`config.mk`:
```
export PLATFORM = sky130hd
export DESIGN_NAME = pipe_stage_reg
export DESIGN_NICKNAME = d
export VERILOG_FILES = /design/src/rtl/pipe_stage_reg_pkg.sv /design/src/rtl/pipe_stage_reg.sv
export SDC_FILE = /design/constraint.sdc
export NUM_CORES = 1
export LEC_CHECK = 0
export CORE_MARGIN = 2
export CORE_UTILIZATION = 40
export CTS_BUF_LIST = sky130_fd_sc_hd__clkbuf_8
export DETAILED_ROUTE_END_ITERATION = 8
export PLACE_DENSITY = 0.68
export SLEW_MARGIN = 40
export SYNTH_ARGS = -nofsm -noshare
export SYNTH_HDL_FRONTEND = slang
export SYNTH_SLANG_ARGS = --single-unit
```
`constraint.sdc`:
```
create_clock -name Clk -period 2.3 [get_ports Clk]
set_clock_uncertainty 0.15 [all_clocks]
set_input_delay 0.575 -clock Clk [delete_from_list [all_inputs] [get_ports Clk]]
set_output_delay 0.575 -clock Clk [all_outputs]
set_load 0.02 [all_outputs]
```
`src/rtl/pipe_stage_reg_pkg.sv`:
```
// pipe_stage_reg_pkg: shared pipeline bundle widths, field offsets and stage-state type
package pipe_stage_reg_pkg;
  localparam int IFID_W  = 32;
  localparam int IDEX_W  = 76;
  localparam int EXMEM_W = 73;
  localparam int MEMWB_W = 38;
  localparam int IFID_PC_MSB    = 31, IFID_PC_LSB    = 16;
  localparam int IFID_INSTR_MSB = 15, IFID_INSTR_LSB = 0;
  localparam int IDEX_CTRL_MSB  = 75, IDEX_CTRL_LSB  = 70;
  localparam int IDEX_PC_MSB    = 69, IDEX_PC_LSB    = 54;
  localparam int IDEX_RS_MSB    = 53, IDEX_RS_LSB    = 38;
  localparam int IDEX_RT_MSB    = 37, IDEX_RT_LSB    = 22;
  localparam int IDEX_IMM_MSB   = 21, IDEX_IMM_LSB   = 6;
  localparam int IDEX_RD_MSB    = 5,  IDEX_RD_LSB    = 3;
  localparam int IDEX_RTN_MSB   = 2,  IDEX_RTN_LSB   = 0;
  localparam int EXMEM_CTRL_MSB    = 72, EXMEM_CTRL_LSB    = 68;
  localparam int EXMEM_RESULT_MSB  = 67, EXMEM_RESULT_LSB  = 52;
  localparam int EXMEM_ZERO        = 51;
  localparam int EXMEM_DATA_MSB    = 50, EXMEM_DATA_LSB    = 35;
  localparam int EXMEM_MEMADDR_MSB = 34, EXMEM_MEMADDR_LSB = 19;
  localparam int EXMEM_JEQADDR_MSB = 18, EXMEM_JEQADDR_LSB = 3;
  localparam int EXMEM_REG1_MSB    = 2,  EXMEM_REG1_LSB    = 0;
  localparam int MEMWB_CTRL_MSB   = 37, MEMWB_CTRL_LSB   = 35;
  localparam int MEMWB_MEM_MSB    = 34, MEMWB_MEM_LSB    = 19;
  localparam int MEMWB_RESULT_MSB = 18, MEMWB_RESULT_LSB = 3;
  localparam int MEMWB_REG_MSB    = 2,  MEMWB_REG_LSB    = 0;
  typedef enum logic [1:0] {EMPTY = 2'd0, ONE = 2'd1, TWO = 2'd2} stage_state_e;
  function automatic logic [1:0] count_of(stage_state_e s);
    return s == TWO ? 2'd2 : s == ONE ? 2'd1 : 2'd0;
  endfunction
endpackage

```
`src/rtl/pipe_stage_reg.sv`:
```
// pipe_stage_reg: valid/ready pipeline stage register with optional skid entry and flush
module pipe_stage_reg
  import pipe_stage_reg_pkg::*;
#(
  parameter int WIDTH = EXMEM_W,
  parameter bit SKID = 1'b1,
  parameter bit CLEAR_ON_FLUSH = 1'b1
) (
  input  logic             Clk,
  input  logic             Reset_n,
  input  logic             Flush,
  input  logic             InValid,
  output logic             InReady,
  input  logic [WIDTH-1:0] InData,
  output logic             OutValid,
  input  logic             OutReady,
  output logic [WIDTH-1:0] OutData,
  output logic [1:0]       Count
);
  stage_state_e state_q, state_d;
  logic [WIDTH-1:0] main_q, main_d, skid_q, skid_d;
  logic in_fire, out_fire;
  assign OutValid = state_q != EMPTY;
  assign OutData = main_q;
  assign Count = count_of(state_q);
  assign in_fire = InValid && InReady;
  assign out_fire = OutValid && OutReady;
  // handshake transitions; the skid entry is always younger than main, flush overrides everything
  always_comb begin
    state_d = state_q;
    main_d = main_q;
    skid_d = skid_q;
    case (state_q)
      EMPTY: begin
        state_d = in_fire ? ONE : EMPTY;
        main_d = in_fire ? InData : main_q;
      end
      ONE: begin
        state_d = out_fire ? (in_fire ? ONE : EMPTY) : (in_fire ? TWO : ONE);
        main_d = (in_fire && out_fire) ? InData : main_q;
        skid_d = (in_fire && !out_fire) ? InData : skid_q;
      end
      TWO: begin
        state_d = out_fire ? ONE : TWO;
        main_d = out_fire ? skid_q : main_q;
      end
      default: state_d = EMPTY;
    endcase
    if (Flush) begin
      state_d = EMPTY;
      main_d = CLEAR_ON_FLUSH ? '0 : main_q;
      skid_d = CLEAR_ON_FLUSH ? '0 : skid_q;
    end
  end
  // state and main entry; reset takes priority over flush
  always_ff @(posedge Clk) begin
    if (!Reset_n) begin
      state_q <= EMPTY;
      main_q <= '0;
    end else begin
      state_q <= state_d;
      main_q <= main_d;
    end
  end
  generate
    if (SKID) begin : g_skid
      logic in_ready_q, in_ready_d;
      // ready is registered from the next state so no OutReady path reaches InReady
      always_comb in_ready_d = state_d != TWO;
      // skid entry and registered ready
      always_ff @(posedge Clk) begin
        if (!Reset_n) begin
          skid_q <= '0;
          in_ready_q <= 1'b1;
        end else begin
          skid_q <= skid_d;
          in_ready_q <= in_ready_d;
        end
      end
      assign InReady = Reset_n && in_ready_q;
    end else begin : g_noskid
      assign skid_q = '0;
      assign InReady = Reset_n && (!OutValid || OutReady);
    end
  endgenerate
endmodule

```
==> impl_metrics.tcl, run 1 <==
set metrics [dict create \
    synth.top_cell.area_share_pct 50.2 \
    seqPwrFrac_pct 48.7 \
    rr_endpoint "OutData[46]" \
    setup_viol 0 \
    synthTopCellsByArea "dfxtp_1, a21oi_1, mux2i_1" \
    cap_violations 0 \
    n_antenna_cell 0 \
    core_area_sq_mm 0.0145 \
    cts_buffers 17 \
    ir_drop_v 0.000588 \
    ys_types 22 \
    status "finished clean" \
    pwr_density_cell_mw_per_mm2 670 \
    via_count 5407 \
    p_clk_share_pct 39.2 \
    startpoint "Reset_n" \
    total_power_mw 5.50 \
    fmax_ghz 0.447 \
    maxSlewViolCount 0 \
    gr-total-overflow 0 \
    rsz0062_at_grt "no" \
    drtIter0Drc 431 \
    cts_buffer_depth 2 \
    die_y_um 126 \
    fin_area_sq_mm 0.00821 \
    setup_ws_ns 0.0605 \
    worst_pin_slew_ns 0.616 \
    multiInputGateArea_sq_mm 0.00271 \
    crit_required_ns 1.57 \
    nets 886 \
    r2r_start "state_q[0]" \
    cts_max_level 4 \
    cp_max_fo 3 \
    hold_viol 0 \
    synth-edff-count 0 \
    place_ws_ns -0.228 \
    yosys_warnings 0 \
    rr_worst_depth 6 \
    die_area_sq_mm 0.0158 \
    p_int_mw 4.18 \
    rows 44 \
    synth-main-ff-cell "dfxtp_1" \
    final-seq-area_sq_mm 0.00298 \
    hp-class "reg -> reg" \
    synthCells 673 \
    post-cts-setup-buffers 0 \
    final_core_util_pct 56.5 \
    cts.reportedPaths.clkPinSlew_ns 0.07 \
    grt_start_max_net_pins 74 \
    cp-start-kind "input pin" \
    die_x_um 126 \
    via_per_inst 5.38 \
    min_period_ns 2.24 \
    async_reset_ff_share_pct 0 \
    cp.arrival_ns 1.51 \
    p_switching_mw 1.31 \
    cp-end-kind "output pin" \
    synth_seq_cells 149 \
    post-route-drc-count 0 \
    yosysMostFrequentCell "dfxtp_1" \
    drive_gt1_share_pct 7.67 \
    clkLatencyLatePin_ns 0.44 \
    place_area_sq_mm 0.00778 \
    fillers 1275 \
    dp_hpwl_um 10500 \
    finalCritPeriodShare_pct 97.4 \
    drt-pass1-iter-count 4 \
    endpoint "InReady" \
    area_growth_pct 38.2 \
    rrSetupSlack_ns 0.44 \
    gp_congestion 0.807 \
    grt_pass1_vias 5403 \
    wl_per_cell_um 16.6 \
    initial_core_util_pct 40.9 \
    drtAntennaViolNets 0 \
    cts_tree "done" \
    synth.avg_cell_area_sq_um 8.82 \
    syn_nets 751 \
    ios 155 \
    io_buffers 154 \
    yosys.area.top_type "dfxtp_1" \
    seq_area_frac_synth_pct 50.2 \
    root_buffer "clkbuf_8" \
    wirelength_um 16700 \
    cts.sinks 149 \
    slew_headroom_pct 58.9 \
    ys_top_cells_by_count "dfxtp_1, a21oi_1, nand2_1" \
    grt_pass1_wl_um 27400 \
    switching_share_pct 23.9 \
    syn_area_sq_mm 0.00594 \
    leakage_nw 3.56 \
    antenna_found_initial 0 \
    grtUsageTotal_pct 21.3 \
    combPwrFrac_pct 12.1 \
    critPathKind "in -> out" \
]
state kept, by name, indices dropped and copies added, names as in the netlist:
| signal | count |
|---|---|
| g_skid.in_ready_q | 1 |
| OutData | 73 |
| state_q | 2 |
| skid_q | 73 |
per-layer routing:
metal | GRT usage [%] | vias up | part of all wire (%)
met5 | 0 | - | 0
met4 | 6.21 | 0 | 0.80
met3 | 6.07 | 11 | 6.6
met2 | 34.1 | 180 | 47
met1 | 28.2 | 2577 | 46
li1 | - | 2639 | -
cells in the final DEF, fill, tap and decap left out:
master / synthesis / layout
clkdlybuf4s50_1: 0 / 150
dfxtp_1: 149 / 148
a21oi_1: 148 / 148
nand2_1: 146 / 146
mux2i_1: 73 / 73
o31ai_1: 73 / 73
clkbuf_8: 0 / 19
buf_4: 0 / 16
buf_12: 0 / 9
inv_1: 3 / 8
bufinv_16: 0 / 4
clkinvlp_4: 0 / 3
dlygate4sd2_1: 0 / 3
nand2b_2: 0 / 2
nand2b_4: 0 / 1
inv_2: 1 / 1
nor2_1: 2 / 1
and2_1: 1 / 1
and3_1: 1 / 1
a22o_2: 0 / 1
nand4_1: 1 / 1
nor2_4: 0 / 1
or2_2: 0 / 1
nor2b_4: 0 / 1
nand3_1: 1 / 1
nand3b_1: 1 / 1
o21a_1: 1 / 1
nor3_4: 0 / 1
or3_2: 0 / 1
or3_1: 2 / 1
clkinv_2: 0 / 1
clkdlybuf4s15_1: 0 / 1
dfxtp_2: 0 / 1
how the worst min path moves through the flow:
| stage | startpoint | end | slack [ns] | cells after the start |
|---|---|---|---|---|
| floorplan | skid_q[0] | skid_q[0] | 0.29 | 2 |
| CTS | skid_q[51] | skid_q[51] | 0.31 | 2 |
| finish | skid_q[56] | skid_q[56] | 0.30 | 2 |
| global placement | skid_q[1] | skid_q[1] | 0.29 | 2 |
| global route | skid_q[8] | skid_q[8] | 0.32 | 2 |
| detailed placement | skid_q[51] | skid_q[51] | 0.30 | 2 |
critical path, stage by stage:
cell	delay, ns
clkdlybuf4s50_1	0.50
and2_1	0.14
clkdlybuf4s15_1	0.30
per-stage QoR:
| stage | TNS [ns] | hold WS (ns) | std cells |
|---|---|---|---|
| global placement | -15.43 | 0.291 | 973 |
| global route | 0 | 0.323 | 1005 |
| CTS | 0 | 0.306 | 1005 |
| floorplan | 0 | 0.286 | 673 |
| detailed placement | -17.64 | 0.296 | 973 |
| finish | 0 | 0.305 | 1005 |
power by group through the flow:
stage | Sequential, mW | Combinational, mW | Clock (mW)
final | 2.68 | 0.666 | 2.15
after global routing | 2.68 | 0.712 | 2.31
after CTS | 2.68 | 0.667 | 2.20
after detailed placement | 2.73 | 0.664 | 0
after global placement | 2.73 | 0.656 | 0
after floorplan | 2.80 | 0.220 | 0
repair_timing:
| item | in CTS | in global routing |
|---|---|---|
| gates resized for setup | 5 | 2 |
| endpoints found under the hold margin | 0 | 0 |
| hold buffers | 0 | 0 |
| setup endpoints to repair | 4 | 2 |
| cloned | 0 | 0 |
kinds of logic after synthesis:
| kind of cell | after synthesis | synth area share (%) |
|---|---|---|
| flops | 149 | 50.2 |
| buf+inv | 67 | 4.70 |
| simple gates | 161 | 10.8 |
| mux | 73 | 12.3 |
| compound gates | 223 | 22.0 |
layout make-up:
| cell class | count | area share, % |
|---|---|---|
| Sequential cell | 149 | 36.4 |
| Clock inverter | 13 | 2.03 |
| Inverter | 4 | 0.183 |
| Timing Repair Buffer | 179 | 22.4 |
| Clock buffer | 19 | 3.19 |
| Multi-Input combinational cell | 457 | 33.0 |
| Tap cell | 184 | 2.80 |
Power figures use the tool's default switching activity.
==> inputs of run 2 (changes only) <==
--- a/config.mk
+++ b/config.mk
@@ -9,6 +9,7 @@
 export CORE_UTILIZATION = 40
 export CTS_BUF_LIST = sky130_fd_sc_hd__clkbuf_8
 export DETAILED_ROUTE_END_ITERATION = 8
+export HOLD_SLACK_MARGIN = 0.03
 export PLACE_DENSITY = 0.68
 export SLEW_MARGIN = 40
 export SYNTH_ARGS = -nofsm -noshare
==> results of run 2 <==
Final layout, timing and power as in run 1 (identical DEF).
